==> src/rtl/div_pkg.sv <==
`default_nettype none
// +----------------------------------------------------------------------------+
// | div_pkg: shared state encoding and result constants for the divider        |
// | byte-serial sequencing controller.                                         |
// | Revision: 1.0                                                              |
// +----------------------------------------------------------------------------+
package div_pkg;

  localparam int DIV_WIDTH = 32;

  // State encoding of the sequencing FSM
  typedef logic [2:0] div_state_t;
  localparam logic [2:0] ST_COLLECT = 3'd0;
  localparam logic [2:0] ST_CHECK   = 3'd1;
  localparam logic [2:0] ST_START   = 3'd2;
  localparam logic [2:0] ST_WAIT    = 3'd3;
  localparam logic [2:0] ST_SEND    = 3'd4;

  localparam logic [DIV_WIDTH-1:0] DIV0_QUOT = '1;
  localparam logic [DIV_WIDTH-1:0] SOVF_QUOT = 32'h8000_0000;

  localparam int ERR_W       = 2;
  localparam int ERR_OVERRUN = 0;
  localparam int ERR_TIMEOUT = 1;

endpackage
`default_nettype wire

==> src/rtl/div_byte_serializer.sv <==
`default_nettype none
// +----------------------------------------------------------------------------+
// | div_byte_serializer: frame marker followed by the remainder then quotient, |
// | least significant byte first.                                              |
// | Revision: 1.0                                                              |
// +----------------------------------------------------------------------------+
module div_byte_serializer
  import div_pkg::*;
#(
  parameter int WIDTH = 32
) (
  input  logic             clk,
  input  logic             rst_n,
  input  logic             load,
  input  logic [WIDTH-1:0] quot,
  input  logic [WIDTH-1:0] rem,
  output logic [7:0]       data_out,
  output logic             pull,
  output logic             active,
  output logic             last
);

  localparam int c_nbytes = (2 * WIDTH) / 8;
  localparam int c_cnt_w  = $clog2(c_nbytes + 1);
  localparam logic [c_cnt_w-1:0] c_last_cnt = c_cnt_w'(c_nbytes);

  logic [2*WIDTH-1:0] r_shift;
  logic [c_cnt_w-1:0] r_cnt;
  logic               r_active;
  logic               r_pull;
  logic [7:0]         r_data;
  logic               w_last;

  assign w_last   = r_active && (r_cnt == c_last_cnt);
  assign data_out = r_data;
  assign pull     = r_pull;
  assign active   = r_active;
  assign last     = w_last;

  // Count 0 is the marker cycle; each later cycle exposes the next low byte.
  always_ff @(posedge clk or negedge rst_n) begin
    if (!rst_n) begin
      r_shift  <= '0;
      r_cnt    <= '0;
      r_active <= 1'b0;
      r_pull   <= 1'b0;
      r_data   <= '0;
    end else if (load) begin
      r_shift  <= {quot, rem};
      r_cnt    <= '0;
      r_active <= 1'b1;
      r_pull   <= 1'b1;
      r_data   <= '0;
    end else if (r_active) begin
      r_pull <= 1'b0;
      if (w_last) begin
        r_active <= 1'b0;
        r_data   <= '0;
        r_cnt    <= '0;
      end else begin
        r_data  <= r_shift[7:0];
        r_shift <= r_shift >> 8;
        r_cnt   <= r_cnt + c_cnt_w'(1);
      end
    end
  end

endmodule
`default_nettype wire

==> src/rtl/div_seq_ctrl.sv <==
`default_nettype none
// +----------------------------------------------------------------------------+
// | div_seq_ctrl: collects operand bytes, resolves trivial integer cases,      |
// | runs the SRT divider core and streams the result back out.                 |
// | Revision: 1.0                                                              |
// +----------------------------------------------------------------------------+
module div_seq_ctrl
  import div_pkg::*;
#(
  parameter int WIDTH    = 32,
  parameter int WAIT_MAX = 255
) (
  input  logic             clk,
  input  logic             rst_n,
  input  logic [7:0]       data_in_in,
  input  logic             push_in,
  input  logic             sign,
  input  logic             select,
  output logic [7:0]       data_out_out,
  output logic             pull_out,
  output logic             sign_out,
  output logic             busy,
  output logic [1:0]       err_flags,
  output logic             core_start,
  output logic             core_sign,
  output logic             core_select,
  output logic [WIDTH-1:0] core_dividend,
  output logic [WIDTH-1:0] core_divisor,
  input  logic             core_done,
  input  logic [WIDTH-1:0] core_quot,
  input  logic [WIDTH-1:0] core_rem
);

  localparam int NBYTES     = WIDTH / 8;
  localparam int c_op_bytes = 2 * NBYTES;
  localparam int c_cnt_w    = $clog2(c_op_bytes);
  localparam int c_wait_w   = $clog2(WAIT_MAX + 1);

  localparam logic [c_cnt_w-1:0]  c_last_byte = c_cnt_w'(c_op_bytes - 1);
  localparam logic [c_wait_w-1:0] c_wait_max  = c_wait_w'(WAIT_MAX);
  localparam logic [WIDTH-1:0]    c_int_min   = {SOVF_QUOT[DIV_WIDTH-1], {(WIDTH-1){1'b0}}};
  localparam logic [WIDTH-1:0]    c_div0_quot = {WIDTH{DIV0_QUOT[0]}};

  div_state_t           r_state;
  div_state_t           w_next_state;
  logic [c_cnt_w-1:0]   r_count;
  logic [2*WIDTH-1:0]   r_ops;
  logic                 r_sign;
  logic                 r_select;
  logic                 r_core_start;
  logic [c_wait_w-1:0]  r_wait_cnt;
  logic [c_wait_w-1:0]  w_wait_next;
  logic [ERR_W-1:0]     r_err;

  logic                 w_push_ok;
  logic                 w_last_push;
  logic [WIDTH-1:0]     w_dividend;
  logic [WIDTH-1:0]     w_divisor;
  logic                 w_div0;
  logic                 w_sovf;
  logic                 w_timeout;
  logic                 w_load;
  logic [WIDTH-1:0]     w_res_quot;
  logic [WIDTH-1:0]     w_res_rem;
  logic                 w_ser_active;
  logic                 w_ser_last;

  assign w_push_ok   = push_in && (r_state == ST_COLLECT);
  assign w_last_push = w_push_ok && (r_count == c_last_byte);
  assign w_dividend  = r_ops[2*WIDTH-1:WIDTH];
  assign w_divisor   = r_ops[WIDTH-1:0];
  assign w_div0      = !r_select && (w_divisor == '0);
  assign w_sovf      = !r_select && r_sign && (w_dividend == c_int_min) && (w_divisor == '1);
  assign w_wait_next = r_wait_cnt + c_wait_w'(1);
  // A completion in the final budgeted cycle takes priority over the timeout.
  assign w_timeout   = (r_state == ST_WAIT) && !core_done && (w_wait_next == c_wait_max);

  always_comb begin
    w_next_state = r_state;
    w_load       = 1'b0;
    w_res_quot   = '0;
    w_res_rem    = '0;
    case (r_state)
      ST_COLLECT: begin
        if (w_last_push) w_next_state = ST_CHECK;
      end
      ST_CHECK: begin
        if (w_div0) begin
          w_load       = 1'b1;
          w_res_quot   = c_div0_quot;
          w_res_rem    = w_dividend;
          w_next_state = ST_SEND;
        end else if (w_sovf) begin
          w_load       = 1'b1;
          w_res_quot   = c_int_min;
          w_next_state = ST_SEND;
        end else begin
          w_next_state = ST_START;
        end
      end
      ST_START: w_next_state = ST_WAIT;
      ST_WAIT: begin
        if (core_done) begin
          w_load       = 1'b1;
          w_res_quot   = core_quot;
          w_res_rem    = core_rem;
          w_next_state = ST_SEND;
        end else if (w_timeout) begin
          w_load       = 1'b1;
          w_next_state = ST_SEND;
        end
      end
      ST_SEND: begin
        if (w_ser_last) w_next_state = ST_COLLECT;
      end
      default: w_next_state = ST_COLLECT;
    endcase
  end

  always_ff @(posedge clk or negedge rst_n) begin
    if (!rst_n) begin
      r_state      <= ST_COLLECT;
      r_count      <= '0;
      r_ops        <= '0;
      r_sign       <= 1'b0;
      r_select     <= 1'b0;
      r_core_start <= 1'b0;
      r_wait_cnt   <= '0;
      r_err        <= '0;
    end else begin
      r_state      <= w_next_state;
      // Registered so the start pulse is a clean flop output for exactly START.
      r_core_start <= (w_next_state == ST_START);
      r_wait_cnt   <= (r_state == ST_WAIT) ? w_wait_next : '0;
      if (w_push_ok) begin
        r_ops   <= {r_ops[2*WIDTH-9:0], data_in_in};
        r_count <= w_last_push ? '0 : (r_count + c_cnt_w'(1));
        if (r_count == '0) begin
          r_sign   <= sign;
          r_select <= select;
        end
      end
      if (push_in && (r_state != ST_COLLECT)) r_err[ERR_OVERRUN] <= 1'b1;
      if (w_timeout) r_err[ERR_TIMEOUT] <= 1'b1;
    end
  end

  div_byte_serializer #(
    .WIDTH (WIDTH)
  ) u_serializer (
    .clk      (clk),
    .rst_n    (rst_n),
    .load     (w_load),
    .quot     (w_res_quot),
    .rem      (w_res_rem),
    .data_out (data_out_out),
    .pull     (pull_out),
    .active   (w_ser_active),
    .last     (w_ser_last)
  );

  assign sign_out      = w_ser_active & r_sign;
  assign busy          = (r_state != ST_COLLECT);
  assign err_flags     = r_err;
  assign core_start    = r_core_start;
  assign core_sign     = r_sign;
  assign core_select   = r_select;
  assign core_dividend = w_dividend;
  assign core_divisor  = w_divisor;

endmodule
`default_nettype wire

==> config.mk <==
export PLATFORM = sky130hd
export DESIGN_NAME = div_seq_ctrl
export DESIGN_NICKNAME = d
export VERILOG_FILES = /design/src/rtl/div_pkg.sv /design/src/rtl/div_byte_serializer.sv /design/src/rtl/div_seq_ctrl.sv
export SDC_FILE = /design/constraint.sdc
export NUM_CORES = 1
export LEC_CHECK = 0
export BUFFER_PORTS_ARGS = -buffer_cell sky130_fd_sc_hd__buf_4
export CAP_MARGIN = 20
export CORE_MARGIN = 4
export CORE_UTILIZATION = 61
export CTS_BUF_LIST = sky130_fd_sc_hd__clkbuf_4
export DETAILED_ROUTE_END_ITERATION = 6
export PLACE_DENSITY_LB_ADDON = 0.2
export SKIP_CTS_REPAIR_TIMING = 1
export SYNTH_ARGS = -nofsm -noshare
export SYNTH_HDL_FRONTEND = slang
export SYNTH_SLANG_ARGS = --single-unit
==> constraint.sdc <==
create_clock -name clk -period 7 [get_ports clk]
set_clock_uncertainty 0.15 [all_clocks]
set_input_delay 1.4 -clock clk [delete_from_list [all_inputs] [get_ports clk]]
set_output_delay 1.4 -clock clk [all_outputs]
set_load 0.1 [all_outputs]
==> results of run 1 <==
flip-flops by register name, summed over array words and instances (netlist names):
signal and flops:
u_serializer.r_cnt 4, core_sign 1, r_state 3, u_serializer.data_out 8
r_count 3, u_serializer.r_shift 64, u_serializer.active 1, err_flags 2
core_select 1, r_wait_cnt 8, r_ops 64, core_start 1
u_serializer.pull 1
metrics by stage:
step / hold WS, ns / setup slack, ns / utilization [%] / area, µm² / std cells
2_1_floorplan: 0.305 / 3.65 / - / 7480 / 627
3_3_place_gp: 0.291 / 3.53 / 72.8 / 8740 / 893
3_5_place_dp: 0.306 / 3.45 / 72.8 / 8740 / 893
4_1_cts: 0.334 / 3.42 / 75.3 / 9040 / 925
5_1_grt: 0.352 / 3.62 / 75.5 / 9070 / 926
6_report: 0.330 / 3.70 / 75.5 / 9070 / 926
worst min-delay path by stage:
stage | start | endpoint | cells past startpoint
floorplan | r_wait_cnt[0]$_DFF_PN0_ | r_wait_cnt[0]$_DFF_PN0_ | 1
global placement | err_flags[0]$_DFFE_PN0P_ | err_flags[0]$_DFFE_PN0P_ | 1
detailed placement | err_flags[0]$_DFFE_PN0P_ | err_flags[0]$_DFFE_PN0P_ | 1
CTS | err_flags[0]$_DFFE_PN0P_ | err_flags[0]$_DFFE_PN0P_ | 1
global route | err_flags[0]$_DFFE_PN0P_ | err_flags[0]$_DFFE_PN0P_ | 1
finish | err_flags[0]$_DFFE_PN0P_ | err_flags[0]$_DFFE_PN0P_ | 1
cells by family (layout without fill, tap and decap cells):
group,count (synthesis),after routing
DFF,161,161
AOI/OAI and AO/OA,154,154
muxes,125,125
and+or+nand+nor,120,120
buffers and inverters,55,207
adders and majority gates,7,7
xor gates and xnor gates,5,5
final cells by class:
type	instances	area share, %
clock inverters	15	1.90
multi-input cells	411	35.9
clock buffers	17	1.41
flip-flops and latches	161	44.4
inverters	11	0.455
well taps	147	2.03
repair buffers	164	13.8
cells in the final DEF, fill, tap and decap left out, types with 4 or more instances in the layout:
cell type and n:
nor4_1 16, or4b_2 4, or3_1 4, a22oi_1 41
nand2_1 15, clkinv_1 4, nor3_1 17, clkbuf_4 17
nand4_1 16, bufinv_16 4, o31ai_1 56, dfrtp_1 161
nand3_1 7, buf_4 162, inv_1 11, mux2_2 67
mux2i_1 58, a21oi_1 34, nor2_1 13, o21ai_0 13
or4_1 5, ha_1 7, clkinv_2 6, xnor2_1 4
routing by layer:
layer / global-route usage [%] / vias to the layer above
met5: 0 / -
met4: 9.27 / 0
met3: 6.32 / 27
met2: 46.5 / 263
met1: 41.7 / 3002
li1: - / 2667
==> key figures, run 1 <==
Cells and area
  • Sequential Area: 0.00403 mm²
  • N_diodes: 0
  • # fillers: 801
  • Fin nets: 851
  • Area Overhead vs Synth: 21.2%
  • Share of cells above drive strength 1: 35.3%
  • Multi-input logic area: 0.00326 mm²

Yosys
  • Synthesized area per cell: 11.9 µm²
  • Synth warn: 0
  • Yosys cell types: 46
  • Synth Area in Adders: 1.17%
  • FFs w/ async S/R, synth: 100%
  • Most frequent cells after synthesis: dfrtp_1 (161), mux2_2 (67), mux2i_1 (58)
  • FF+latch count, synth: 161
  • Largest cells by area after synthesis: dfrtp_1 (54%), mux2_2 (10%), mux2i_1 (7.8%)
  • Synth Cell Area: 0.00748 mm²
  • Synth area leader: dfrtp_1
  • Mux cell area share after synthesis: 17.8%
  • Post-Synth Simple-Gate Area: 9.32%
  • Yosys top cell area share: 53.9%
  • Post-synthesis sequential area ratio: 53.9%
  • Post-synthesis cell count: 627
  • Compound-Gate Fraction of Synth Area: 14.1%
  • Largest family of logic cells by synthesized area: multiplexers
  • EDFF count, synth: 0
  • Most frequent cell after synthesis: dfrtp_1
  • Post-Synth XOR/XNOR Area: 0.585%
  • Post-synthesis net count: 712
  • Main synth FF type: dfrtp_1

Setup path
  • RR Endpoint: u_serializer.r_shift[52]$_DFFE_PN0P_
  • CP cell instances: or3_1 -> buf_4
  • R2R cell count: 6
  • Startpoint type of the worst setup path: flop
  • Reg2reg setup slack: 3.91 ns
  • Family with the most delay on the worst path: flip-flops
  • CP max FO: 6
  • Arrival time worst endpoint: 1.75 ns
  • Worst r2r src: r_ops[33]$_DFFE_PN0P_
  • Crit path from: r_state[2]$_DFF_PN0_
  • Max incr delay on CP: 0.46 ns
  • Slowest cell on crit path: dfrtp_1
  • Setup crit end: busy
  • Buffers and inverters on the worst path: 1
  • Critical path required time: 5.45 ns
  • Worst setup path class: reg2out
  • Worst setup EP type: output pin
  • Critical path depth: 2

Timing
  • Finish-stage setup viols: 0
  • Least-Margin Pin Slew: 1.00 ns
  • Post-layout min period: 3.30 ns
  • Slew margin rel.: 33.2%
  • Setup TNS: 0 ns
  • Tcrit/Tclk final: 47.2%
  • Hold Fails Final Rpt: 0
  • Pins Over Slew Limit: 0
  • Unrepaired setup endpoints after global routing: no
  • Max Clk Rate: 303 MHz

Floorplan
  • Core outline area: 0.0120 mm²
  • Die X: 119 µm
  • IO Pins: 158
  • Die area: 0.0141 mm²
  • Rows: 40
  • Die Ht: 119 µm
  • Starting density of the core: 62.3%

GRT
  • Initial antenna violation count: 0
  • First-pass GRT wire length: 32700 µm
  • GR Util All Layers: 29.6%
  • GR Overflow Total: 0
  • Largest net degree at the start of global routing: 105
  • Vias in the first global route: 5911

Clock tree
  • CTS tree: built
  • Root buffer cell: clkbuf_4
  • CTS Buf Count: 17
  • Clock slew at reported path FFs: 0.13 ns
  • Max Buffers Root-to-Sink: 2
  • Worst skew pair latency: 0.56 ns
  • CTS sink cnt: 161
  • H-tree Lvls: 4

Detailed routing
  • Antenna-violating nets left: 0
  • First-pass detailed-route iteration total: 5
  • Met3 routed WL: 1430 µm
  • Detailed Route WL: 20500 µm
  • Drc violations: 0
  • Vias per cell: 6.44
  • DR iter-0 viols: 590
  • Vias post-DR: 5959
  • WL met1: 8680 µm
  • Wire per inst: 22.1 µm
  • Metal2 WL: 10000 µm
  • Highest metal used: met4

Hold path
  • Hold crit path type: reg2reg

Run status
  • Status: complete, no violations

Placed design
  • Routability cong.: 0.845
  • DP HPWL: 14200 µm
  • PortBufs: 157

Job
  • Max_cap viols: 0
Power of run 1 is not shown: default switching activity piles up to over one toggle a cycle in this logic, so the estimate is an artifact.
==> run 2, diff against run 1 <==
--- a/config.mk
+++ b/config.mk
@@ -8,7 +8,7 @@
 export BUFFER_PORTS_ARGS = -buffer_cell sky130_fd_sc_hd__buf_4
 export CAP_MARGIN = 20
 export CORE_MARGIN = 4
-export CORE_UTILIZATION = 61
+export CORE_UTILIZATION = 57
 export CTS_BUF_LIST = sky130_fd_sc_hd__clkbuf_4
 export DETAILED_ROUTE_END_ITERATION = 6
 export PLACE_DENSITY_LB_ADDON = 0.2
==> constraint.sdc (replaced) <==
create_clock -name clk -period 3.3 [get_ports clk]
set_clock_uncertainty 0.15 [all_clocks]
set_input_delay 0.66 -clock clk [delete_from_list [all_inputs] [get_ports clk]]
set_output_delay 0.66 -clock clk [all_outputs]
set_load 0.1 [all_outputs]
==> run 2 against run 1 <==
The run now ends with DRC left. Wire length increased by 2.5%. Final cell count is 4.1% higher. Non-clock buffer count is 13 higher. Hold slack got worse by 0.16 ns. First-iteration DRC count increased by 6.1%. Clock-buffer cell count grew 6. Setup slack worse by 3.4 ns. Register-to-register slack worse by 3.6 ns. Sequential share of layout area decreased by 0.55 points. Critical path type is now reg2reg. Highest routed layer unchanged.
==> key figures, run 2 (synthesis results as in run 1) <==
Timing
  • Pins Over Slew Limit: 0
  • Unrepaired setup endpoints after global routing: no
  • Hold Fails Final Rpt: 0
  • Setup TNS: 0 ns
  • Slew margin rel.: 45.4%
  • Tcrit/Tclk final: 90.0%
  • Finish-stage setup viols: 0
  • Max Clk Rate: 337 MHz
  • Post-layout min period: 2.97 ns
  • Least-Margin Pin Slew: 0.816 ns

Run status
  • Status: finished with violations
  • Failing checks: DRC

Clock tree
  • Clock slew at reported path FFs: 0.12 ns
  • CTS sink cnt: 161
  • CTS Buf Count: 17
  • CTS tree: built
  • Max Buffers Root-to-Sink: 2
  • Root buffer cell: clkbuf_4
  • H-tree Lvls: 4
  • Worst skew pair latency: 0.55 ns

Cells and area
  • Sequential Area: 0.00403 mm²
  • Most frequent cells in the layout: buf_4 (168), dfrtp_1 (161), mux2_2 (67)
  • Leading cell type in the layout, fill and taps excluded: buf_4
  • Multi-input logic area: 0.00326 mm²
  • # fillers: 928
  • Area Overhead vs Synth: 22.7%
  • Share of cells above drive strength 1: 36.2%
  • Largest registers: r_ops x64, u_serializer.r_shift x64
  • Fin nets: 864
  • N_diodes: 0

Setup path
  • Worst setup EP type: flop
  • Worst setup path class: reg2reg
  • Startpoint type of the worst setup path: flop
  • Arrival time worst endpoint: 3.24 ns
  • CP max FO: 31
  • Critical path required time: 3.57 ns

Placed design
  • PortBufs: 157
  • DP HPWL: 15000 µm
  • Routability cong.: 0.852

Detailed routing
  • Wire per inst: 21.8 µm
  • Drc violations: 1
  • First-pass detailed-route iteration total: 7
  • DR iter-0 viols: 626
  • Vias per cell: 6.32
  • Antenna-violating nets left: 0
  • Vias post-DR: 6095
  • Detailed Route WL: 21000 µm

GRT
  • First-pass GRT wire length: 33100 µm
  • Largest net degree at the start of global routing: 82
  • Initial antenna violation count: 0
  • GR Overflow Total: 0
  • Vias in the first global route: 5922
  • GR Util All Layers: 29.0%

Floorplan
  • Die area: 0.0150 mm²
  • Core outline area: 0.0127 mm²
  • Starting density of the core: 58.8%
  • Rows: 41
  • IO Pins: 158
  • Die X: 123 µm
  • Die Ht: 123 µm

Hold path
  • Hold crit path type: in2reg

Job
  • Max_cap viols: 0
[run 2: cell count changes in the layout (fill, tap and decap cells not counted), sizes merged]
cell	before	now
buf	164	176
clkbuf	17	23
bufinv	4	0
dlygate4sd3	0	1
clkinv	10	8
[run 2: critical path, cell delays in order (launching register included)]
cell	delay [ns]
dfrtp_1	0.45
or4_1	0.54
or4_1	0.42
or4b_4	0.58
o31ai_4	0.19
buf_4	0.35
o21ai_0	0.15
[run 2: per-layer routing]
layer  vias to the layer above  track usage [%]  wire length (µm)  share of wire (%)
met4                         0             8.82               427                2.0
met2                       318             44.7             10100                 48
met5                         -                0                 0                  0
met1                      3036             41.1              8670                 41
li1                       2708                -                 -                  -
met3                        33             6.96              1830                8.7
[run 2: layout make-up]
cell class,instances,share of cell area [%]
tap,172,2.34
sequential,161,43.9
timing repair buffer,177,15.5
clock inverter,9,0.463
clock buffer,23,1.88
inverter,11,0.450
multi-input combinational,411,35.5
[run 2: through the flow]
step | setup WS (ns) | cells | utilization, % | area (µm²) | hold WS (ns)
finish | 0.331 | 964 | 72.2 | 9180 | 0.168
global route | 0.213 | 964 | 72.2 | 9180 | 0.133
CTS | 0.336 | 963 | 72.1 | 9170 | -0.0585
detailed placement | 0.378 | 931 | 70.4 | 8960 | 0.322
global placement | 0.420 | 931 | 70.4 | 8960 | 0.294
floorplan | 0.103 | 627 | - | 7480 | 0.214
[run 2: final timing paths]
path / to / cells after the start / slack [ns] / startpoint
max in group asynchronous: u_serializer.r_shift[34]$_DFFE_PN0P_ / 3 / 1.66 / rst_n
min in group asynchronous: r_wait_cnt[5]$_DFF_PN0_ / 2 / 0.51 / rst_n
worst max register to register: u_serializer.r_shift[61]$_DFFE_PN0P_ / 6 / 0.33 / r_ops[39]$_DFFE_PN0P_
worst min-delay path: u_serializer.r_shift[41]$_DFFE_PN0P_ / 3 / 0.17 / core_quot[9]
worst min register to register: err_flags[0]$_DFFE_PN0P_ / 1 / 0.35 / err_flags[0]$_DFFE_PN0P_
worst max-delay path: u_serializer.r_shift[61]$_DFFE_PN0P_ / 6 / 0.33 / r_ops[39]$_DFFE_PN0P_
Power of run 2 is left out for the same reason.
==> run 3, diff against run 2 <==
--- a/config.mk
+++ b/config.mk
@@ -7,11 +7,14 @@
 export LEC_CHECK = 0
 export BUFFER_PORTS_ARGS = -buffer_cell sky130_fd_sc_hd__buf_4
 export CAP_MARGIN = 20
+export CELL_PAD_IN_SITES_DETAIL_PLACEMENT = 1
+export CELL_PAD_IN_SITES_GLOBAL_PLACEMENT = 2
 export CORE_MARGIN = 4
-export CORE_UTILIZATION = 57
+export CORE_UTILIZATION = 37
 export CTS_BUF_LIST = sky130_fd_sc_hd__clkbuf_4
 export DETAILED_ROUTE_END_ITERATION = 6
 export PLACE_DENSITY_LB_ADDON = 0.2
+export REMOVE_ABC_BUFFERS = 1
 export SKIP_CTS_REPAIR_TIMING = 1
 export SYNTH_ARGS = -nofsm -noshare
 export SYNTH_HDL_FRONTEND = slang
==> run 3 against run 2 <==
The run now ends clean. Via count is 2.7% lower. Core utilization is 24 points lower. Hold slack worse by 0.018 ns. Fmax is 0.57% lower. Non-clock buffer count is 5 higher. Register-to-register slack worse by 0.02 ns. Flip-flop and latch count stayed put. Design area is 2.5% higher. Sequential share of layout area is 1.1 points lower. Highest routed layer unchanged.
==> key figures, run 3 (synthesis results as in run 1) <==
Run status
  • Status: complete, no violations

Setup path
  • Worst setup EP type: flop
  • Slowest cell on crit path: or4b_4
  • Arrival time worst endpoint: 3.28 ns
  • Startpoint type of the worst setup path: flop
  • CP cell instances: or4_1 -> or4_1 -> or4b_4 -> o31ai_4 -> buf_4 -> o21ai_0
  • Reg2reg setup slack: 0.31 ns
  • Critical path's most frequent cell: or4_1
  • CP max FO: 31
  • Critical path required time: 3.59 ns
  • Worst setup path class: reg2reg
  • Buffers and inverters on the worst path: 1
  • Family with the most delay on the worst path: simple AND/OR/NAND/NOR gates
  • Max incr delay on CP: 0.59 ns

Timing
  • Unrepaired setup endpoints after global routing: no
  • Hold Worst Slack: 0.150 ns
  • Pins Over Slew Limit: 0
  • Hold Fails Final Rpt: 0
  • Max Clk Rate: 335 MHz
  • Tcrit/Tclk final: 90.5%
  • Slew margin rel.: 50.5%
  • Post-layout min period: 2.99 ns
  • Least-Margin Pin Slew: 0.742 ns
  • Finish-stage setup viols: 0

Clock tree
  • CTS tree: built
  • Clock slew at reported path FFs: 0.14 ns
  • Max Buffers Root-to-Sink: 2
  • Root buffer cell: clkbuf_4
  • Worst skew pair latency: 0.56 ns
  • CTS sink cnt: 161
  • H-tree Lvls: 4
  • CTS Buf Count: 17

Placed design
  • Routability cong.: 0.770
  • Dpl cell area: 0.00910 mm²
  • PortBufs: 157
  • DP HPWL: 16400 µm

Floorplan
  • Rows: 51
  • Core outline area: 0.0197 mm²
  • Starting density of the core: 38.1%
  • Die area: 0.0226 mm²
  • Die Ht: 150 µm
  • Die X: 150 µm
  • IO Pins: 158

Cells and area
  • Area Overhead vs Synth: 25.8%
  • Final instance area: 0.00941 mm²
  • Largest registers: r_ops x64, u_serializer.r_shift x64
  • # fillers: 2173
  • Leading cell type in the layout, fill and taps excluded: buf_4
  • Share of cells above drive strength 1: 37.1%
  • Final Util: 47.9%
  • Fin nets: 869
  • Most frequent cells in the layout: buf_4 (174), dfrtp_1 (161), mux2_2 (67)

Detailed routing
  • Highest metal used: met4
  • Vias per cell: 5.58
  • Antenna-violating nets left: 0
  • Met3 routed WL: 1030 µm
  • First-pass detailed-route iteration total: 4
  • Metal2 WL: 11200 µm
  • Detailed Route WL: 23200 µm
  • Wire per inst: 21.8 µm
  • Drc violations: 0
  • DR iter-0 viols: 275
  • WL met1: 10500 µm
  • Vias post-DR: 5930

GRT
  • Vias in the first global route: 6434
  • Largest net degree at the start of global routing: 76
  • Initial antenna violation count: 1
  • GR Util All Layers: 21.2%
  • GR Overflow Total: 0
  • First-pass GRT wire length: 36900 µm

Hold path
  • Hold crit path type: in2reg

Job
  • Max_cap viols: 0
## run 3: cell count changes in the layout (fill, tap and decap cells not counted), sizes merged
| cell | before | now |
|---|---|---|
| buf | 176 | 181 |
| bufinv | 0 | 3 |
| clkinvlp | 1 | 4 |
| clkinv | 8 | 6 |
| clkbuf | 23 | 18 |
| diode | 0 | 1 |
## run 3: final cells by class
class / instances / area, µm² / area share [%]
well taps: 265 / 332 / 3.52
repair buffers: 182 / 1450 / 15.4
clock buffers: 18 / 135 / 1.44
inverters: 11 / 41.3 / 0.439
flip-flops and latches: 161 / 4030 / 42.8
clock inverters: 13 / 165 / 1.75
multi-input cells: 411 / 3260 / 34.6
diodes: 1 / 2.50 / 0.0266
## run 3: worst register-to-register path: stages (launching register included)
cell,delay [ns]
dfrtp_1,0.40
or4_1,0.51
or4_1,0.48
or4b_4,0.59
o31ai_4,0.18
buf_4,0.37
o21ai_0,0.19
## run 3: layer usage
layer / track usage, % / vias up
met5: 0 / -
met1: 29.3 / 3047
met4: 6.95 / 0
met3: 3.76 / 28
met2: 34.1 / 154
li1: - / 2701
## run 3: path summary, 6_finish.rpt
path	start	endpoint	cells past startpoint
setup / recovery	r_ops[32]$_DFFE_PN0P_	u_serializer.r_shift[60]$_DFFE_PN0P_	6
hold / removal	push_in	err_flags[0]$_DFFE_PN0P_	2
setup reg to reg	r_ops[32]$_DFFE_PN0P_	u_serializer.r_shift[60]$_DFFE_PN0P_	6
hold reg to reg	err_flags[0]$_DFFE_PN0P_	err_flags[0]$_DFFE_PN0P_	1
max in group asynchronous	rst_n	u_serializer.r_cnt[1]$_DFFE_PN0P_	3
min in group asynchronous	rst_n	r_wait_cnt[4]$_DFF_PN0_	2
## run 3: per-stage QoR
step	std cells	setup slack, ns	setup TNS, ns
6_report	1062	0.313	0
5_1_grt	1062	0.200	0
3_3_place_gp	1029	0.409	0
4_1_cts	1060	0.338	0
3_5_place_dp	1029	0.341	0
2_1_floorplan	583	-4.22	-410.90
Power of run 3 is left out for the same reason.
